==> src/rtl/fetch_pkg.sv <==
// Shared types and constants for the instruction fetch stage.
// Used by fetch_buf and inst_fetch; no build macros.
package fetch_pkg;

  localparam int INST_W          = 32;
  localparam int PC_W            = 32;
  localparam int FETCH_BUF_DEPTH = 2;
  // Occupancy counter width, sized to hold 0..FETCH_BUF_DEPTH.
  localparam int CNT_W           = $clog2(FETCH_BUF_DEPTH + 1);

  localparam logic [INST_W-1:0] INST_NOP = 32'h0000_0000;

  // One fetched instruction together with the byte address it came from.
  typedef struct packed {
    logic [INST_W-1:0] instr;
    logic [PC_W-1:0]   pc;
  } fetch_entry_t;

  // Value held by an empty / flushed slot.
  localparam fetch_entry_t FETCH_ENTRY_NULL = '{instr: INST_NOP, pc: '0};

endpackage

==> src/rtl/fetch_buf.sv <==
// Small shift-style FIFO of fetch_entry_t between memory return and decode.
// Slot 0 is always the head and is a plain register, so a push becomes
// visible on o_head the cycle after it is written. Push and pop in the same
// cycle are both performed; flush empties and zeroes every slot.
module fetch_buf
  import fetch_pkg::*;
(
  input  logic             clk,
  input  logic             rst,
  input  logic             i_push,
  input  fetch_entry_t     i_push_entry,
  input  logic             i_pop,
  input  logic             i_flush,
  output logic [CNT_W-1:0] o_count,
  output fetch_entry_t     o_head
);

  localparam logic [CNT_W-1:0] DEPTH_CNT = CNT_W'(FETCH_BUF_DEPTH);

  logic [CNT_W-1:0] r_count;
  logic             w_pop;
  logic             w_push;
  logic [CNT_W-1:0] w_wr_idx;

  // A pop only happens on a non-empty buffer; the write slot is the first
  // free slot after the pop has shifted everything down by one.
  always_comb begin
    w_pop    = i_pop && (r_count != '0);
    w_wr_idx = r_count - CNT_W'(w_pop);
    w_push   = i_push && (w_wr_idx < DEPTH_CNT);
  end

  genvar gi;
  generate
    for (gi = 0; gi < FETCH_BUF_DEPTH; gi++) begin : g_entry
      fetch_entry_t r_entry;
      fetch_entry_t w_entry_next;
      fetch_entry_t w_shift_in;

      // Entry that moves into this slot when the head is popped.
      if (gi + 1 < FETCH_BUF_DEPTH) begin : g_shift
        assign w_shift_in = g_entry[gi+1].r_entry;
      end else begin : g_last
        assign w_shift_in = r_entry;
      end

      // Slot update: flush, then a push landing here, then a pop shift.
      always_comb begin
        w_entry_next = r_entry;
        if (i_flush) begin
          w_entry_next = FETCH_ENTRY_NULL;
        end else if (w_push && (w_wr_idx == CNT_W'(gi))) begin
          w_entry_next = i_push_entry;
        end else if (w_pop) begin
          w_entry_next = w_shift_in;
        end
      end

      // Slot register; reset clears it so the head reads as zero.
      always_ff @(posedge clk) begin
        if (rst) begin
          r_entry <= FETCH_ENTRY_NULL;
        end else begin
          r_entry <= w_entry_next;
        end
      end
    end
  endgenerate

  // Occupancy tracking.
  always_ff @(posedge clk) begin
    if (rst || i_flush) begin
      r_count <= '0;
    end else begin
      r_count <= r_count + CNT_W'(w_push) - CNT_W'(w_pop);
    end
  end

  assign o_count = r_count;
  assign o_head  = g_entry[0].r_entry;

endmodule

==> src/rtl/inst_fetch.sv <==
// PC generation and fetch stage in front of a 1-cycle registered-read
// instruction memory. Reads are issued only when the buffer is guaranteed
// to have room for their data (credit = buffered + in flight - leaving),
// so decode stalls never drop or duplicate an instruction.
// Build macro INST_FETCH_FAST_REDIRECT_EN: when defined, a redirect target
// is sent to memory in the redirect cycle itself instead of one cycle later.
module inst_fetch
  import fetch_pkg::*;
#(
  parameter int          ADDR_W   = 10,
  parameter int          DATA_W   = 32,
  parameter logic [31:0] RESET_PC = 32'h0000_0000
) (
  input  logic              clk,
  input  logic              rst,
  output logic [ADDR_W-1:0] imem_addr,
  input  logic [DATA_W-1:0] imem_data,
  input  logic              redirect_valid,
  input  logic [31:0]       redirect_pc,
  output logic              id_valid,
  input  logic              id_ready,
  output logic [DATA_W-1:0] id_instr,
  output logic [31:0]       id_pc
);

  logic [PC_W-1:0]  r_pc;
  logic             r_req_vld;
  logic [PC_W-1:0]  r_req_pc;

  logic [CNT_W-1:0] w_count;
  fetch_entry_t     w_head;
  fetch_entry_t     w_push_entry;
  logic             w_deq;
  logic             w_push;
  logic [2:0]       w_inflight;
  logic             w_issue;
  logic [PC_W-1:0]  w_target;
  logic [PC_W-1:0]  w_fetch_pc;

  assign w_target = {redirect_pc[31:2], 2'b00};
  assign w_deq    = id_valid && id_ready;

  // Slots that will be occupied after this cycle's dequeue, counting the
  // read whose data is arriving now. deq implies count >= 1, so no underflow.
  assign w_inflight = 3'(w_count) + 3'(r_req_vld) - 3'(w_deq);

`ifdef INST_FETCH_FAST_REDIRECT_EN
  // The redirect target goes to memory immediately; the buffer is flushed
  // this cycle, so the credit check is trivially satisfied.
  always_comb begin
    w_fetch_pc = redirect_valid ? w_target : r_pc;
    w_issue    = redirect_valid || (w_inflight < 3'd2);
  end
`else
  // The redirect cycle issues nothing; the target is fetched next cycle.
  always_comb begin
    w_fetch_pc = r_pc;
    w_issue    = !redirect_valid && (w_inflight < 3'd2);
  end
`endif

  assign imem_addr = w_fetch_pc[ADDR_W+1:2];

  // PC and outstanding-read tracking; a redirect that does not issue just
  // loads the target for the following cycle.
  always_ff @(posedge clk) begin
    if (rst) begin
      r_pc      <= RESET_PC;
      r_req_vld <= 1'b0;
      r_req_pc  <= '0;
    end else if (w_issue) begin
      r_pc      <= w_fetch_pc + 32'd4;
      r_req_vld <= 1'b1;
      r_req_pc  <= w_fetch_pc;
    end else begin
      r_req_vld <= 1'b0;
      if (redirect_valid) begin
        r_pc <= w_target;
      end
    end
  end

  // Returning read data is dropped when a redirect makes it stale.
  assign w_push       = r_req_vld && !redirect_valid;
  assign w_push_entry = '{instr: INST_W'(imem_data), pc: r_req_pc};

  fetch_buf u_buf (
    .clk          (clk),
    .rst          (rst),
    .i_push       (w_push),
    .i_push_entry (w_push_entry),
    .i_pop        (w_deq),
    .i_flush      (redirect_valid),
    .o_count      (w_count),
    .o_head       (w_head)
  );

  assign id_valid = (w_count != '0);
  assign id_instr = DATA_W'(w_head.instr);
  assign id_pc    = w_head.pc;

endmodule

==> config.mk <==
export PLATFORM = sky130hd
export DESIGN_NAME = inst_fetch
export DESIGN_NICKNAME = d
export VERILOG_FILES = /design/src/rtl/fetch_pkg.sv /design/src/rtl/fetch_buf.sv /design/src/rtl/inst_fetch.sv
export SDC_FILE = /design/constraint.sdc
export NUM_CORES = 1
export LEC_CHECK = 0
export ABC_AREA = 1
export CORE_MARGIN = 3
export CORE_UTILIZATION = 30
export CTS_BUF_LIST = sky130_fd_sc_hd__clkbuf_16
export CTS_CLUSTER_SIZE = 24
export DETAILED_ROUTE_END_ITERATION = 8
export SYNTH_ARGS = -nofsm -noshare
export SYNTH_HDL_FRONTEND = slang
export SYNTH_SLANG_ARGS = --single-unit
==> constraint.sdc <==
create_clock -name clk -period 2.69 [get_ports clk]
set_clock_uncertainty 0.1 [all_clocks]
set_input_delay 0.538 -clock clk [delete_from_list [all_inputs] [get_ports clk]]
set_output_delay 0.538 -clock clk [all_outputs]
set_load 0.005 [all_outputs]
After elaboration in Yosys (flattened, before gate mapping)
Cells that the tools add are included.
{ "op_classes": {"addsub": 6, "multipliers": 0, "n_div": 0, "n_lt_le_gt_ge": 2, "eq_ne": 1, "shift": 0, "n_mux": 5, "bitwise_logic": 0, "n_reduce_logical": 14} }
{ "op_table": {"columns": ["cell", "n"], "rows": [
  ["64-bit 2-to-1 mux", 2],
  ["32-bit 2-to-1 mux", 2],
  ["32-bit by 3-bit adder with 32-bit output, second input constant", 1],
  ["1-bit logical AND", 7],
  ["2-bit nonzero test", 3],
  ["2-bit by 1-bit subtractor with 2-bit output", 2],
  ["2-bit by 1-bit adder with 3-bit output", 1],
  ["3-bit by 2-bit less-than comparator with 1-bit output, second input constant", 1],
  ["3-bit by 1-bit subtractor with 3-bit output", 1],
  ["2-bit by 1-bit adder with 2-bit output", 1],
  ["2-bit by 1-bit == test with 1-bit output, second input constant", 1],
  ["2-bit zero test", 1],
  ["2-bit less-than comparator, second input constant", 1],
  ["2-bit OR reduction", 1],
  ["1-bit zero test", 1],
  ["1-bit logical OR", 1],
  ["1-bit 2-to-1 mux", 1]
]} }
{ "totals": {"reg_bits": 195, "latchBits": 0, "ramBits": 0, "romBits": 0, "in_bits": 68, "output_inout_bits": 75, "wordCells": 36, "memories": 0} }

Logic depth before layout (Yosys ltp)
{ "depth": {"ltp_word": 8, "ltp_mapped": 18, "depth_no_buf": 17} }

Hierarchy
From an unflattened synthesis, not the netlist that was laid out.
{ "hier_totals": {"hier_cells": 1432, "area_unflattened_um2": 9609.2} }
{ "modules_own_cells": {"columns": ["mod", "instances", "cells_each", "area_each_um2", "seq_area_each_um2"], "rows": [
  ["fetch_buf", 1, 882, 6118.4, 2602.5],
  ["inst_fetch", 1, 550, 3490.8, 1221.2]
]} }

Worst setup path after synthesis
No wires, ideal clock.
{ "synth_path": {"kind": "input to register", "from": "input port id_ready", "to": "register r_pc[15]", "setup_time_ps": 118, "arrival_ps": 2617, "required_time_ps": 2472, "slack_ps": -145, "stages": 13, "path_buffers": 2, "cell_sequence": "nand2_2 inv_2 buf_2 ha_1 inv_1 nand2_1 fa_1 nand3_2 nand2_2 buf_4 nand4_1 o21ai_1 nor2_1"} }
{ "synth_via": {"elab_chain_len": 5, "word_cells_on_any_way": 6, "classes_between": "add/sub: 1; order compare: 1; mux: 1; reduce/logical: 3"} }
{ "synth_rtl": {"columns": ["element", "line", "text"], "rows": [
  ["from (decl)", "inst_fetch.sv:21", "input logic id_ready,"],
  ["1-bit logical AND (*)", "inst_fetch.sv:41", "assign w_deq = id_valid && id_ready;"],
  ["3-bit by 1-bit subtractor with 3-bit output (*)", "inst_fetch.sv:45", "assign w_inflight = 3'(w_count) + 3'(r_req_vld) - 3'(w_deq);"],
  ["3-bit by 2-bit less-than comparator with 1-bit output (*)", "inst_fetch.sv:58", "w_issue = !redirect_valid && (w_inflight < 3'd2);"],
  ["1-bit logical AND (*)", "inst_fetch.sv:58", null],
  ["32-bit 2-to-1 mux / 2-bit nonzero test (equally long branches)", null, null],
  ["to (signal assigned)", "inst_fetch.sv:72", "r_pc <= w_fetch_pc + 32'd4;"],
  ["to (signal assigned)", "inst_fetch.sv:78", "r_pc <= w_target;"],
  ["to (decl)", "inst_fetch.sv:26", "logic [PC_W-1:0] r_pc;"]
]} }
Every way passes the cells marked *; elsewhere a longest branch is shown, timed or not.
A chain may end at the register's enable or synchronous reset.

Worst setup path after layout
{ "layout_path": {"from": "register u_buf.r_count[0] (netlist: u_buf.o_count[0])", "to": "register r_pc[31]"} }
{ "layout_via": {"elab_chain_len": 6, "word_cells_on_any_way": 8, "classes_between": "add/sub: 2; order compare: 1; mux: 1; reduce/logical: 4"} }
{ "layout_rtl": {"columns": ["element", "line", "text"], "rows": [
  ["from (decl)", "fetch_buf.sv:20", "logic [CNT_W-1:0] r_count;"],
  ["from (signal assigned)", "fetch_buf.sv:75", "r_count <= r_count + CNT_W'(w_push) - CNT_W'(w_pop);"],
  ["parallel branches: the longest is 2 deep, another holds 2-bit by 1-bit adder with 3-bit output", null, null],
  ["3-bit by 1-bit subtractor with 3-bit output (*)", "inst_fetch.sv:45", null],
  ["3-bit by 2-bit less-than comparator with 1-bit output (*)", "inst_fetch.sv:58", null],
  ["1-bit logical AND (*)", "inst_fetch.sv:58", null],
  ["32-bit 2-to-1 mux / 2-bit nonzero test (equally long branches)", null, null]
]} }
Every way passes the cells marked *.

==> flow_summary_export.csv <==
group,metric,value,unit
final_layout,fin_cells,1697,
pwr,vdd_drop_max,400.5,uV
worst_setup_path,path_class,"register to register",
min_path,hp-start,"u_buf.g_entry[0].w_shift_in[23]",
placement,post-dp-hpwl,16.31,mm
die,core_area,27100,um2
logic_synthesis,ys_warn_count,0,
global_route,track_usage,15.99,%
die,die_y,172.5,um
timing,max_freq,0.3919,GHz
timing,hold_slack,0.3628,ns
final_layout,postLayoutCoreUtil,40.36,%
final_layout,drive_gt1_share,9.358,%
clock_tree,cts_tree,"yes",
routing,drc,0,
timing,period_share,94.85,%
pwr,p_per_area,578.2,nW/um2
die,die_w,172.5,um
global_route,grt-ovfl-total,0,
logic_synthesis,syn_area,8318,um2
clock_tree,clkTransAtPathRegs,0.08,ns
clock_tree,insertion_delay,0.43,ns
worst_setup_path,cp-start-kind,"register",
logic_synthesis,synth_largest_area_cell,"dfxtp_1",
clock_tree,clkSinkCount,187,
timing,tightest_slew,0.7257,ns
worst_setup_path,crit_fanout,8,
final_layout,fin_area,10940,um2
worst_setup_path,r2r_end,"r_pc[31]",
timing,fin_crit,2.552,ns
final_layout,area_growth,31.48,%
global_route,antenna_found_initial,0,
worst_setup_path,rr_startpoint,"u_buf.o_count[0]",
final_layout,layout.nets,1385,
worst_setup_path,cp_data_required_time,2.96,ns
timing,max_slew_margin,51.62,%
die,start_util,30.69,%
logic_synthesis,postSynthAreaPerCell,7.002,um2
min_path,worstHoldPathCells,2,
timing,drv_slew,0,
run_status,status,"finished clean",
logic_synthesis,yosysMostFrequentCell,"nand2_1",
routing,final_antenna_net_count,0,
min_path,hold_end,"u_buf.o_head[23]",
placement,portBuffers,138,
logic_synthesis,ys_ff_latch,187,
logic_synthesis,synth_flop_cell,"dfxtp_1",
logic_synthesis,synth_common_cells,"nand2_1 (268), nor2_1 (238), dfxtp_1 (187)",
logic_synthesis,synthCells,1188,
placement,placed_area,10250,um2
logic_synthesis,ys_types,36,
global_route,grt_pass1_vias,7401,
timing,hold_violations,0,
routing,drtPass1Iterations,5,
clock_tree,clockBufferDepth,2,
worst_setup_path,rr_worst_depth,15,
placement,place_inst,1661,
pwr,p_leak,0.004213,uW
die,ios,143,
worst_setup_path,r2r_slack,0.14,ns
global_route,grt_pass1_wl,39.42,mm
die,rows,60,
logic_synthesis,synthArstFlopShare,0,%
placement,gp_congestion,0.9078,
global_route,grt_max_degree,87,
min_path,hp-class,"register to register",
logic_synthesis,synth-seq-area-share,45.01,%
clock_tree,h-tree-depth,4,
clock_tree,cts-root-buf,"clkbuf_16",
die,design.die.area,29760,um2
worst_setup_path,worstPathArrival,2.82,ns
logic_synthesis,synthTopCellsByArea,"dfxtp_1 (45%), nand2_1 (12%), nor2_1 (11%)",
routing,routedWlPerCell,14.39,um
routing,routed_wirelength,24.42,mm
logic_synthesis,yosysTopAreaCellShare,45.01,%
routing,vias,8100,
flow_run,cap_violations,0,
routing,vias_per_cell,4.773,
routing,drtIter0Drc,709,
logic_synthesis,synth_edf_count,0,
worst_setup_path,end_kind,"register",
timing,setup_violations,0,
clock_tree,cts_made_buffers,17,
final_layout,diodes,0,
timing,tns,0,ns
## sequential cells by signal (all words and copies together) (netlist names)
name	count
u_buf.o_head	62
r_req_vld	1
r_req_pc	30
u_buf.g_entry.w_shift_in	62
u_buf.o_count	2
r_pc	30
## final cells by class
cell class,count,area (um2)
multi-input combinational,859,3946
clock inverter,15,158.9
inverter,58,222.7
sequential,187,3745
tap,372,465.4
timing repair buffer,189,1973
fill,2770,16160
clock buffer,17,425.4
## cell families after synthesis
| kind of cell | Yosys count | synth area share [%] |
|---|---|---|
| adders and majority gates | 5 | 0.8424 |
| DFF | 187 | 45.01 |
| AOI/OAI and AO/OA | 278 | 17.89 |
| buffers and inverters | 143 | 8.168 |
| and+or+nand+nor | 573 | 27.95 |
| other | 1 | 0.04508 |
| xor gates and xnor gates | 1 | 0.1053 |
## worst max path at each step
stage	start	endpoint	depth (start not counted)
final	u_buf.o_count[0]	r_pc[31]	15
after global routing	u_buf.o_count[0]	r_pc[23]	15
after CTS	id_ready	r_pc[13]	15
after detailed placement	id_ready	r_pc[13]	15
after global placement	id_ready	r_pc[13]	15
after floorplan	id_ready	r_req_pc[3]	12
## layer usage
metal	up-vias	part of all wire, %	track usage [%]
met2	246	42	23.21
met3	19	5.6	3.554
li1	4120	-	-
met5	-	0	0
met4	0	1.2	3.650
met1	3715	51	24.05
## stage by stage
stage                     setup slack [ns]  power [uW]
after floorplan                    0.06373        3473
after global placement             -0.4094        3858
after detailed placement           -0.4428        3864
after CTS                         0.008977        6333
after global routing              -0.01525        6602
final                               0.1384        6323
## timing repair
action,in CTS,in global routing
buffers inserted,0,1
hold buffers,0,0
gates resized for setup,0,9
endpoints found under the setup margin,0,27
## critical path: stages (launching register included)
cell and delay [ns]:
dfxtp_1 0.31, nor2_1 0.14, inv_2 0.07, nand2_4 0.07, inv_4 0.04, ha_4 0.20, inv_1 0.07, nand2_1 0.07
fa_2 0.60, nand4_4 0.21, buf_12 0.22, nor2_1 0.12, nand3_1 0.08, nand2_1 0.07, nor2_1 0.04, nor2_1 0.08
## cell usage in the layout (no fill, tap or decap), drive strengths merged, types with 3 or more instances in the layout
master | Yosys | routed
clkdlybuf4s50 | 0 | 137
inv | 58 | 62
nand3 | 30 | 30
clkbuf | 29 | 20
a21oi | 24 | 24
o21ai | 184 | 184
a31oi | 62 | 62
ha | 4 | 4
clkinv | 0 | 11
o21bai | 3 | 3
nand4 | 7 | 7
nor3 | 6 | 6
nand2 | 274 | 274
buf | 56 | 48
nor2 | 251 | 251
dfxtp | 187 | 187
## power by group
part	total (uW)	internal, uW	switching (uW)
combinational	848	408	440
clock	2480	1240	1240
sequential	3000	2890	113
total	6320	4530	1790
Power figures use the tool's default switching activity.
